**src/rtl/cpu_bus_arbiter.sv**
```systemverilog
// Arbitrates CHANNELS CPU requestors onto one single-port memory bus with wait states,
// fixed or round-robin priority, an optional bus timeout and per-channel pipeline stalls.
module cpu_bus_arbiter #(
  parameter int ADDR_WIDTH    = 32,
  parameter int DATA_WIDTH    = 32,
  parameter int CHANNELS      = 2,
  parameter int PRIORITY_MODE = 0,
  parameter int TIMEOUT       = 16,
  localparam int SELECT_WIDTH = DATA_WIDTH / 8
) (
  input  logic                             clock,
  input  logic                             reset,
  input  logic [CHANNELS-1:0]              request_valid,
  input  logic [CHANNELS-1:0]              request_write,
  input  logic [CHANNELS*ADDR_WIDTH-1:0]   request_address,
  input  logic [CHANNELS*SELECT_WIDTH-1:0] request_select,
  input  logic [CHANNELS*DATA_WIDTH-1:0]   request_write_data,
  output logic [CHANNELS-1:0]              response_ready,
  output logic [CHANNELS-1:0]              response_error,
  output logic [DATA_WIDTH-1:0]            response_read_data,
  output logic [CHANNELS-1:0]              stall_request,
  output logic                             bus_valid,
  output logic                             bus_write,
  output logic [ADDR_WIDTH-1:0]            bus_address,
  output logic [SELECT_WIDTH-1:0]          bus_select,
  output logic [DATA_WIDTH-1:0]            bus_write_data,
  input  logic                             bus_ready,
  input  logic [DATA_WIDTH-1:0]            bus_read_data
);

  localparam int IDX_W = (CHANNELS > 1) ? $clog2(CHANNELS) : 1;
  localparam int TMR_W = (TIMEOUT > 0) ? $clog2(TIMEOUT + 1) : 1;
  localparam logic [TMR_W-1:0] TIMEOUT_V = TMR_W'(TIMEOUT);
  localparam logic [IDX_W-1:0] LAST_IDX  = IDX_W'(CHANNELS - 1);

  typedef enum logic [1:0] {
    IDLE    = 2'd0,
    ACCESS  = 2'd1,
    RESPOND = 2'd2
  } state_t;

  state_t state, state_next;

  logic [IDX_W-1:0]      grant;
  logic [IDX_W-1:0]      grant_sel;
  logic [IDX_W-1:0]      rr_ptr;
  logic [TMR_W-1:0]      timer;
  logic [TMR_W-1:0]      timer_inc;
  logic                  timeout_hit;
  logic                  err_flag;
  logic [DATA_WIDTH-1:0] resp_data;

  function automatic logic [IDX_W-1:0] pick_fixed(input logic [CHANNELS-1:0] v);
    logic [IDX_W-1:0] w;
    w = '0;
    for (int i = CHANNELS - 1; i >= 0; i--) begin
      if (v[i]) w = IDX_W'(i);
    end
    return w;
  endfunction

  // First requester at or after the pointer, wrapping modulo CHANNELS.
  function automatic logic [IDX_W-1:0] pick_rr(input logic [CHANNELS-1:0] v,
                                               input logic [IDX_W-1:0]    p);
    logic [IDX_W-1:0] w;
    logic             found;
    int               c;
    w     = '0;
    found = 1'b0;
    for (int o = 0; o < CHANNELS; o++) begin
      c = (int'(p) + o) % CHANNELS;
      if (!found && v[c]) begin
        w     = IDX_W'(c);
        found = 1'b1;
      end
    end
    return w;
  endfunction

  always_comb begin
    if (PRIORITY_MODE == 1) grant_sel = pick_rr(request_valid, rr_ptr);
    else                    grant_sel = pick_fixed(request_valid);
  end

  assign timer_inc   = timer + TMR_W'(1);
  assign timeout_hit = (TIMEOUT != 0) && (timer_inc == TIMEOUT_V);

  always_ff @(posedge clock or negedge reset) begin
    if (!reset) state <= IDLE;
    else        state <= state_next;
  end

  always_comb begin
    state_next = state;
    case (state)
      IDLE:    if (|request_valid) state_next = ACCESS;
      ACCESS:  if (bus_ready || timeout_hit) state_next = RESPOND;
      RESPOND: state_next = IDLE;
      default: state_next = IDLE;
    endcase
  end

  // Grant stage: latch the winner's fields; access stage: capture data or time out.
  always_ff @(posedge clock or negedge reset) begin
    if (!reset) begin
      grant          <= '0;
      rr_ptr         <= '0;
      timer          <= '0;
      err_flag       <= 1'b0;
      bus_write      <= 1'b0;
      bus_address    <= '0;
      bus_select     <= '0;
      bus_write_data <= '0;
      resp_data      <= '0;
    end else begin
      case (state)
        IDLE: begin
          if (|request_valid) begin
            grant          <= grant_sel;
            rr_ptr         <= (grant_sel == LAST_IDX) ? '0 : grant_sel + IDX_W'(1);
            timer          <= '0;
            err_flag       <= 1'b0;
            bus_write      <= request_write[grant_sel];
            bus_address    <= request_address[grant_sel*ADDR_WIDTH +: ADDR_WIDTH];
            bus_select     <= request_select[grant_sel*SELECT_WIDTH +: SELECT_WIDTH];
            bus_write_data <= request_write_data[grant_sel*DATA_WIDTH +: DATA_WIDTH];
          end
        end
        ACCESS: begin
          if (bus_ready) begin
            resp_data <= bus_write ? '0 : bus_read_data;
            err_flag  <= 1'b0;
          end else begin
            timer <= timer_inc;
            if (timeout_hit) begin
              err_flag  <= 1'b1;
              resp_data <= '0;
            end
          end
        end
        RESPOND: err_flag <= 1'b0;
        default: ;
      endcase
    end
  end

  // Response stage: pulses decoded from the registered state and grant.
  always_comb begin
    bus_valid      = (state == ACCESS);
    response_ready = '0;
    response_error = '0;
    if (state == RESPOND) begin
      response_ready[grant] = 1'b1;
      response_error[grant] = err_flag;
    end
  end

  assign response_read_data = resp_data;
  assign stall_request      = request_valid & ~response_ready;

endmodule

```
**config.mk**
```make
export PLATFORM = sky130hd
export DESIGN_NAME = cpu_bus_arbiter
export DESIGN_NICKNAME = d
export VERILOG_FILES = /design/src/rtl/cpu_bus_arbiter.sv
export SDC_FILE = /design/constraint.sdc
export NUM_CORES = 1
export LEC_CHECK = 0
export CORE_ASPECT_RATIO = 1.1
export CORE_UTILIZATION = 34
export DETAILED_ROUTE_END_ITERATION = 8
export MAX_ROUTING_LAYER = met4
export PLACE_DENSITY = 0.76
export SYNTH_ARGS = -nofsm -noshare
export SYNTH_HDL_FRONTEND = slang
export SYNTH_SLANG_ARGS = --single-unit
```
**constraint.sdc**
```tcl
create_clock -name clock -period 1.68 [get_ports clock]
set_input_delay 0.336 -clock clock [delete_from_list [all_inputs] [get_ports clock]]
set_output_delay 0.336 -clock clock [all_outputs]
set_load 0.03 [all_outputs]
```
==> results.py <==
metrics = {
    "run_status": {
        "status": "complete, but fails checks",
        "violations": "setup timing",
    },
    "worst_setup_path": {
        "critPathCapture": "response_read_data[9]$_DFFE_PN0P_",
        "r2r_cells": 5,
        "worstSetupStartpointType": "flip-flop",
        "path_class": "reg -> reg",
        "r2r_end": "response_read_data[9]$_DFFE_PN0P_",
        "path_max_fanout": 8,
        "arrival_ns": 1.92,
        "timing.rr.start": "timer[1]$_DFFE_PN0P_",
        "crit_start": "timer[1]$_DFFE_PN0P_",
        "required_ns": 1.91,
        "reg2reg_slack_ns": -0.01,
        "end_kind": "flip-flop",
    },
    "hold_path": {
        "hp-class": "in -> reg",
        "hold_path_startpoint": "request_valid[0]",
    },
    "sta": {
        "worst_pin_slew_ns": 0.4197,
        "drv_slew": 0,
        "slew_headroom": 0.7213,
        "finalCritPeriodShare": 1.008,
        "hold_viol_final": 0,
        "setup_viol_count_final": 4,
        "hold_ws_ns": 0.4115,
        "grt_setup_unrepaired": "yes",
        "setup_slack_ns": -0.01380,
        "period_minus_slack_ns": 1.694,
        "skew_ns": 0.003268,
        "fin_tns_setup_ns": -0.03025,
        "clock.fmax_mhz": 590.4,
    },
    "routing": {
        "drtIter0Drc": 216,
        "wl_met3_mm": 1.089,
        "wl_met2_mm": 7.638,
        "met1_length_mm": 5.299,
        "wire_per_inst_um": 15.77,
        "ant_nets": 0,
        "viasPerCell": 4.800,
        "vias": 4402,
        "drcViolationCount": 0,
        "wirelength_mm": 14.46,
        "dr.pass1.iters": 6,
        "routed.top_layer": "met4",
    },
    "floorplan": {
        "std_cell_rows": 45,
        "fp.dieH_um": 126.9,
        "fp.dieArea_sq_mm": 0.01467,
        "pin_count": 283,
        "core_sq_mm": 0.01385,
        "die_x_um": 115.6,
        "initial_core_util": 0.3483,
    },
    "synth": {
        "synth_area_leaders": "dfrtp_1, mux2i_1, o21ai_0, a32o_1, nand2_1",
        "synthFlopType": "dfrtp_1",
        "synth_cells": 428,
        "ys.warnings.count": 0,
        "netlist.area_leader.share": 0.5705,
        "ys_types": 28,
        "synth_fp_nets": 604,
        "ys_ff_latch": 110,
        "yosysMostFrequentCell": "dfrtp_1",
        "ys_seq_area_frac": 0.5705,
        "synth_edf_count": 0,
        "syn_area_per_cell_sq_um": 11.27,
        "synthArstFlopShare": 1.000,
        "synth_common_cells": "dfrtp_1, nand2_1, mux2i_1, o21ai_0, a32o_1",
        "synth_top_cell_by_area": "dfrtp_1",
        "syn_area_sq_mm": 0.004825,
    },
    "finish": {
        "drive_above_1_share": 0.1001,
        "area_growth_pct": 73.96,
        "stdcell_count": 917,
        "fin_nets": 900,
        "n_antenna_cell": 0,
    },
    "global_route": {
        "grtUsageTotal": 0.2009,
        "grt_pass1_wl_mm": 21.96,
        "overflow": 0,
        "antenna_found_initial": 0,
        "grt_max_degree": 72,
        "grt_pass1_vias": 4512,
    },
    "placement": {
        "post-dp-hpwl_mm": 11.17,
        "portBuffers": 282,
        "place.gp.congestion": 0.7946,
        "dp_cells": 895,
    },
    "power": {
        "internal_power_uw": 7565,
        "power_density_mw_per_mm2": 1594,
        "comb_power_share": 0.504,
        "power_switching_uw": 5816,
        "p_leak_uw": 0.003838,
        "p_clk_frac": 0.160,
        "peakVddDrop_v": 0.0006471,
        "p_sw_frac": 0.4347,
        "p_seq_frac": 0.337,
    },
    "clock_network": {
        "cts_root_buf": "clkbuf_16",
        "cts_tree": "done",
        "htree_levels": 3,
        "cts_buffer_depth": 2,
        "clkSinkCount": 110,
        "cts_buffers": 9,
        "clkTransAtPathRegs_ns": 0.07,
        "clkLatencyLatePin_ns": 0.34,
    },
    "run": {
        "max_cap_violations": 0,
    },
}
-- final cells by class --
type | count | area, sq um
Timing Repair Buffer | 318 | 3139
Clock inverter | 3 | 42.54
Clock buffer | 13 | 260.3
Inverter | 2 | 7.507
Multi-Input combinational cell | 283 | 1953
Sequential cell | 110 | 2755
Tap cell | 188 | 235.2
Fill cell | 1197 | 5458
-- timing repair --
item	CTS	global route
setup buffers	1	1
endpoints found under the hold margin	24	0
hold buffers	1	0
resized for setup	107	10
pin swaps	2	34
setup endpoints to repair	135	37
gates cloned	0	3
-- cell families after synthesis --
group | share of synthesized area
buffers and inverters | 0.03812
DFF | 0.5705
and+or+nand+nor | 0.08455
muxes | 0.1452
adders and majority gates | 0.002593
AOI/OAI and AO/OA | 0.1553
xor gates and xnor gates | 0.003631
-- registers in the layout (all words and copies together) (netlist names) --
name	flops
bus_address	32
bus_select	4
bus_write	1
bus_write_data	32
err_flag	1
grant	1
response_read_data	32
state	2
timer	5
-- worst min-delay path by stage --
stage	end	depth (start not counted)
3_5_place_dp	response_read_data[18]$_DFFE_PN0P_	1
6_report	grant$_DFFE_PN0P_	3
3_3_place_gp	response_read_data[17]$_DFFE_PN0P_	1
4_1_cts	response_read_data[18]$_DFFE_PN0P_	2
5_1_grt	grant$_DFFE_PN0P_	3
2_1_floorplan	bus_address[0]$_DFFE_PN0P_	0
-- metal layers --
metal | track usage | vias up
met2 | 0.3596 | 192
met5 | - | -
li1 | - | 2129
met1 | 0.2084 | 2048
met4 | 0.08862 | 0
met3 | 0.04443 | 33
-- worst max-delay path, cell delays in order (launching register included) --
cell and delay (ns):
dfrtp_1 0.42, ha_2 0.22, nand2_2 0.06, or3_4 0.45, clkbuf_16 0.19, a32o_1 0.24
-- stage by stage --
stage          utilization  instance area [sq um]  setup slack (ns)  power [uW]
2_1_floorplan            -                   4835           0.02818        8438
3_3_place_gp        0.5834                   8080           -0.1660       11850
3_5_place_dp        0.5834                   8080           -0.2185       12080
4_1_cts             0.5991                   8298         -0.008415       13460
5_1_grt             0.6060                   8393          -0.07784       14180
6_report            0.6060                   8393          -0.01380       13380
-- placed cells by master, fill, tap and decap left out, drive strengths merged, types with 2 or more instances in the layout --
cell type / n
a21oi: 5
a22o: 3
a32o: 32
and2: 3
buf: 41
clkbuf: 15
clkdlybuf4s50: 172
dfrtp: 110
dlygate4sd2: 101
inv: 2
mux2i: 70
nand2: 74
nand3: 3
nor2: 5
nor2b: 3
nor3b: 2
o21ai: 72
xnor2: 2
-- power by group through the flow --
stage	combinational [uW]	sequential [uW]	clock (uW)
6_report	6740	4500	2130
5_1_grt	7240	4640	2300
4_1_cts	6770	4510	2190
3_5_place_dp	7510	4570	0
3_3_place_gp	7360	4500	0
2_1_floorplan	1760	6670	0
Power figures use the tool's default switching activity.
